==> src/rtl/alu_pkg.sv <==
// Shared ALU definitions: multiplier FSM state encoding and iteration constants.
package alu_pkg;

    localparam int         MUL_WIDTH = 32;
    localparam logic [4:0] MUL_LAST  = 5'd31;

    typedef enum logic [1:0] {
        ST_IDLE    = 2'b00,
        ST_RUN     = 2'b01,
        ST_DONE    = 2'b10,
        ST_ILLEGAL = 2'b11
    } mul_state_e;

endpackage

==> src/rtl/mul32_seq_if.sv <==
// Start/busy/done handshake plus operand and product buses between ALU control and the multiplier.
interface mul32_seq_if;
    import alu_pkg::*;

    logic                     start;
    logic [MUL_WIDTH-1:0]     a;
    logic [MUL_WIDTH-1:0]     b;
    logic                     busy;
    logic                     done;
    logic [2*MUL_WIDTH-1:0]   p;

    modport master (
        output start,
        output a,
        output b,
        input  busy,
        input  done,
        input  p
    );

    modport slave (
        input  start,
        input  a,
        input  b,
        output busy,
        output done,
        output p
    );

endinterface

==> src/rtl/mul32_seq_and32.sv <==
// Fixed-width partial-product gate: B is A when ty is set, otherwise zero.
module AND32 (
    input  logic [31:0] A,
    input  logic        ty,
    output logic [31:0] B
);

    assign B = A & {32{ty}};

endmodule

==> src/rtl/mul32_seq.sv <==
// Sequential 32x32 unsigned shift-add multiplier; one partial product per cycle, 64-bit result after 32 steps.
//
// state   | meaning
// --------+------------------------------------------------------------
// ST_IDLE | waiting for start; operands loaded on start
// ST_RUN  | one add/shift step per cycle, count 0..31
// ST_DONE | one-cycle done pulse; start here reloads for back-to-back
module mul32_seq
    import alu_pkg::*;
#(
    parameter int WIDTH = 32,
    parameter int CNT_W = 5
) (
    input  logic        clk,
    input  logic        rst,
    mul32_seq_if.slave  bus
);

    // The partial-product gate is hard-wired to 32 bits, so no other width can work.
    if (WIDTH != MUL_WIDTH || CNT_W != 5) begin : g_bad_param
        $error("mul32_seq: only WIDTH=32, CNT_W=5 are supported");
    end

    mul_state_e           state;
    mul_state_e           state_nxt;

    logic [WIDTH-1:0]     a_reg;
    logic [WIDTH-1:0]     hi;
    logic [WIDTH-1:0]     lo;
    logic [CNT_W-1:0]     count;
    logic [WIDTH-1:0]     pp;
    logic [WIDTH:0]       sum;
    logic                 load;

    AND32 u_and32 (
        .A  (a_reg),
        .ty (lo[0]),
        .B  (pp)
    );

    // Carry out of the add is kept in sum[WIDTH] and shifts down into hi.
    assign sum  = {1'b0, hi} + {1'b0, pp};
    assign load = ((state == ST_IDLE) || (state == ST_DONE)) && bus.start;

    always_ff @(posedge clk) begin
        if (rst) begin
            state <= ST_IDLE;
        end else begin
            state <= state_nxt;
        end
    end

    always_comb begin
        state_nxt = state;
        case (state)
            ST_IDLE: begin
                if (bus.start) begin
                    state_nxt = ST_RUN;
                end
            end
            ST_RUN: begin
                if (count == MUL_LAST) begin
                    state_nxt = ST_DONE;
                end
            end
            ST_DONE: begin
                state_nxt = bus.start ? ST_RUN : ST_IDLE;
            end
            default: begin
                state_nxt = ST_IDLE;
            end
        endcase
    end

    always_comb begin
        bus.busy = (state == ST_RUN);
        bus.done = (state == ST_DONE);
    end

    always_ff @(posedge clk) begin
        if (rst) begin
            a_reg <= '0;
            hi    <= '0;
            lo    <= '0;
            count <= '0;
            bus.p <= '0;
        end else if (load) begin
            a_reg <= bus.a;
            hi    <= '0;
            lo    <= bus.b;
            count <= '0;
        end else if (state == ST_RUN) begin
            hi    <= sum[WIDTH:1];
            lo    <= {sum[0], lo[WIDTH-1:1]};
            count <= count + 1'b1;
            if (count == MUL_LAST) begin
                bus.p <= {sum, lo[WIDTH-1:1]};
            end
        end
    end

endmodule

==> src/flat_wrapper.sv <==
// flat-port wrapper written by rule: the top's interface ports become plain ports
module mul32_seq_flat import alu_pkg::*;
#(
    parameter int WIDTH = 32,
    parameter int CNT_W = 5
)
  (clk, rst, bus_start, bus_a, bus_b, bus_busy, bus_done, bus_p);
  mul32_seq_if bus_i ();
  input  logic clk;
  input  logic rst;
  input wire logic [$bits(bus_i.start)-1:0] bus_start;
  input wire logic [$bits(bus_i.a)-1:0] bus_a;
  input wire logic [$bits(bus_i.b)-1:0] bus_b;
  output wire logic [$bits(bus_i.busy)-1:0] bus_busy;
  output wire logic [$bits(bus_i.done)-1:0] bus_done;
  output wire logic [$bits(bus_i.p)-1:0] bus_p;
  assign bus_i.start = bus_start;
  assign bus_i.a = bus_a;
  assign bus_i.b = bus_b;
  assign bus_busy = bus_i.busy;
  assign bus_done = bus_i.done;
  assign bus_p = bus_i.p;
  mul32_seq #(.WIDTH(WIDTH), .CNT_W(CNT_W)) u_core (.clk(clk), .rst(rst), .bus(bus_i));
endmodule
==> config.mk <==
export PLATFORM = sky130hd
export DESIGN_NAME = mul32_seq_flat
export DESIGN_NICKNAME = d
export VERILOG_FILES = /design/src/rtl/alu_pkg.sv /design/src/rtl/mul32_seq_if.sv /design/src/rtl/mul32_seq_and32.sv /design/src/rtl/mul32_seq.sv /design/src/flat_wrapper.sv
export SDC_FILE = /design/constraint.sdc
export NUM_CORES = 1
export LEC_CHECK = 0
export CAP_MARGIN = 30
export CORE_MARGIN = 3
export CORE_UTILIZATION = 57
export DETAILED_ROUTE_END_ITERATION = 8
export GPL_TIMING_DRIVEN = 0
export HOLD_SLACK_MARGIN = 0.06
export PLACE_DENSITY_LB_ADDON = 0.05
export SKIP_CTS_REPAIR_TIMING = 1
export SYNTH_ARGS = -nofsm -noshare
export SYNTH_HDL_FRONTEND = slang
export SYNTH_HIERARCHICAL = 1
export SYNTH_SLANG_ARGS = --single-unit
export TNS_END_PERCENT = 30
==> constraint.sdc <==
create_clock -name clk -period 7.1 [get_ports clk]
set_clock_uncertainty 0.15 [all_clocks]
set_input_delay 2.13 -clock clk [delete_from_list [all_inputs] [get_ports clk]]
set_output_delay 2.13 -clock clk [all_outputs]
set_load 0.1 [all_outputs]
==> summary.md <==
| Metric | Value |
|---|---|
| Commonest cells after routing, fill and taps aside | `215 x nand2_1, 167 x dfxtp_1, 131 x clkdlybuf4s50_1, 122 x a21oi_1, 65 x nor2_1` |
| Warnings, synthesis | `6` |
| Hold EP | `u_core/a_reg[14]$_SDFFE_PP0P_` |
| CP Max Fanout | `10` |
| Total GRT Usage | `between 30% and 40%` |
| Mapped Area | `approximately 0.0082 mm²` |
| First-pass GRT wire length | `around 39 mm` |
| Setup crit start kind | `flip-flop` |
| Combinational power share | `between 10% and 20%` |
| Leak pwr | `roughly 4 nW` |
| Post-detail-place hpwl | `roughly 17 mm` |
| Largest buffer count on any clock path | `2` |
| EDFF count, synth | `0` |
| Internal power | `around 1.6 mW` |
| Largest reg by FF count | `u_core/bus.p` |
| Crit Reg-Reg Startpoint | `u_core/lo[0]$_SDFFE_PP0P_` |
| Adder-Cell Fraction of Synth Area | `under 10%` |
| Nets@finish | `approximately 1300` |
| Core Rows | `43` |
| Syn-to-layout area delta | `25.80%` |
| Syn nets | `around 1100` |
| Vias in the first global route | `roughly 7700` |
| Largest family of logic cells by synthesized area | `simple AND/OR/NAND/NOR gates` |
| Final Instance Count excl. Fillers | `between 1000 and 1500` |
| Post-DRT Antenna Nets | `0` |
| Hold crit path type | `reg2reg` |
| Cts bufs inserted | `17` |
| DRT Pass-1 Iters | `6` |
| Most common cell after layout, fill and taps aside | `nand2_1` |
| Num ports | `~130` |
| CTS Root Cell | `clkbuf_16` |
| Worst Setup Slack, final | `about 1.4 ns` |
| Area occupied by multi-input gates | `~0.0045 mm²` |
| Data required time at the worst endpoint | `4.82 ns` |
| Worst r2r dst | `u_core/hi[15]$_SDFFE_PP0P_` |
| Synth Instances | `1041` |
| Die H | `~130 µm` |
| Slew margin rel. | `30.14%` |
| R2R setup slack | `between 3 and 4 ns` |
| Worst EP arrival | `~3.4 ns` |
| Tcrit/Tclk final | `between 70 and 80%` |
| CP Launch Point | `u_core/state[0]$_SDFFE_PP0P_` |
| Grt ovf | `0` |
| Avg Cell Area, Syn | `a little under 8 µm²` |
| P per Cell Area | `about 210 mW/mm²` |
| Total number of vias | `~8300` |
| Filler cell count | `1138` |
| Routed len/inst | `approximately 17 µm` |
| Layout cells sized above 1 | `~7.3%` |
| Mux contribution to synthesized area | `0.2602%` |
| Simple-gate share of the synthesized area | `about a quarter` |
| Core area | `approximately 0.014 mm²` |
| Total Neg Setup Slack | `0 ns` |
| DRC | `0` |
| Psw | `approximately 550 µW` |
| Hold depth | `2` |
| Worst-Skew Late Latency | `about 0.42 ns` |
| GP Congestion | `around 0.97` |
| H-tree depth | `4` |
| Pin slew with the least headroom to its limit | `between 1 and 1.5 ns` |
| CTS tree | `yes` |
| Starting DRT DRC Count | `approximately 900` |
| Fmax | `about 0.18 GHz` |
| Compound-gate portion of the synthesized area | `around a fifth` |
| Drt via density | `5.978` |
| R2R cell count | `11` |
| Share of the yosys chip area belonging to registers | `between 40% and 50%` |
| Reg power frac | `between 40 and 50%` |
| Asr flop ratio synth | `0%` |
| Initial antenna violation count | `0` |
| Synth cell types | `between 70 and 80` |
| Placed Cells | `1352` |
| Clk sinks | `between 150 and 200` |
| Hold_sp | `u_core/a_reg[14]$_SDFFE_PP0P_` |
| Post-Synth XOR/XNOR Area | `under 10%` |
| Initial Util | `between 50% and 60%` |
| Clock Pin Slew Worst Setup and Hold Paths | `0.06 ns` |
| Status | `finished, final reports clean` |
| Die W | `125.8 µm` |
| RSZ-0062 raised after global routing | `no` |
| PortBufs | `about 130` |
| Crit path kind | `reg2out` |
| Max-cap violations | `0` |
| Routed wire length | `24.20 mm` |
| CP Capture Type | `output port` |
| Largest net degree at the start of global routing | `17` |
| Clk network pwr share | `42.5%` |
| Pins Over Slew Limit | `0` |
| Diode count | `0` |
| Die Footprint | `about 0.016 mm²` |
| Worst IR Drop VDD | `194.4 µV` |
| #FFs+latches synth | `~170` |
| WHS | `~0.3 ns` |
| Endpoints failing hold | `0` |
| Switching part of the total power | `around a quarter` |
| Pre-CTS WS | `between 1.5 and 2 ns` |
| Number of flip-flops in the largest register | `between 60 and 70` |
| Prevailing post-synth register cell | `dfxtp_1` |
| Reg area | `~0.0033 mm²` |
| Final min period | `5.657 ns` |
| Final setup fails | `0` |
-- layout make-up --
class                      instances  share of cell area, %
inverter                          14                 0.5109
timing repair buffer             131                  12.75
multi-input combinational        785                  43.63
buffer                            75                  2.847
tap                              180                  2.190
clock inverter                    12                  1.131
clock buffer                      20                  4.440
sequential                       167                  32.51
-- per-layer routing --
| layer | GRT usage [%] | wire, µm |
|---|---|---|
| met4 | 10.66 | 716 |
| met1 | 40.36 | 10490 |
| met2 | 49.34 | 11210 |
| met5 | 0 | 0 |
| met3 | 5.428 | 1779 |
-- per-stage QoR --
stage / util, % / total power [mW] / instance area [µm²]
2_1_floorplan: - / 1.135 / 8175
3_3_place_gp: 69.70 / 1.221 / 9712
3_5_place_dp: 69.70 / 1.226 / 9712
4_1_cts: 73.81 / 2.110 / 10280
6_report: 73.81 / 2.109 / 10280
5_1_grt: 73.81 / 2.180 / 10280
-- kinds of logic (layout without fill, tap and decap cells) --
group                      Yosys count  in the layout
DFF                                167            167
buffers and inverters               89            252
muxes                                2              2
AOI/OAI and AO/OA                  265            265
adders and majority gates           35             35
xor gates and xnor gates            15             15
and+or+nand+nor                    468            468
-- synth_stat cells (15+ instances only) --
cell type  count  area share (%)
a21oi_1      122             7.5
and2_2        32             2.9
buf_1         16            0.73
clkbuf_1      52             2.4
dfxtp_1      167              41
ha_1          34             5.2
nand2_1      215             9.9
nand3_1       48             2.9
nor2_1        65             3.0
nor3_1        52             3.2
o21ai_0       15            0.92
o22ai_1       32             2.4
-- worst max-delay path, stage by stage (launching register included) --
cell and delay [ns]:
dfxtp_1 0.37, nand2b_1 0.07, clkbuf_1 0.22, inv_1 0.19, clkbuf_1 0.39, clkbuf_1 0.48
clkdlybuf4s50_1 1.24
-- power groups by stage --
| stage | clock, mW | sequential (mW) | combinational, mW |
|---|---|---|---|
| 6_report | 0.897 | 0.994 | 0.218 |
| 2_1_floorplan | 0 | 1.01 | 0.128 |
| 3_3_place_gp | 0 | 1.01 | 0.209 |
| 5_1_grt | 0.946 | 0.997 | 0.237 |
| 3_5_place_dp | 0 | 1.01 | 0.213 |
| 4_1_cts | 0.902 | 0.993 | 0.215 |
-- worst max-delay path by stage --
stage / endpoint / slack [ns]
3_5_place_dp: bus_busy / 1.91
2_1_floorplan: bus_busy / 2.90
3_3_place_gp: bus_busy / 1.93
5_1_grt: bus_busy / 1.31
6_report: bus_busy / 1.44
4_1_cts: bus_busy / 1.45
No activity file was read; power rests on OpenSTA's default activity.
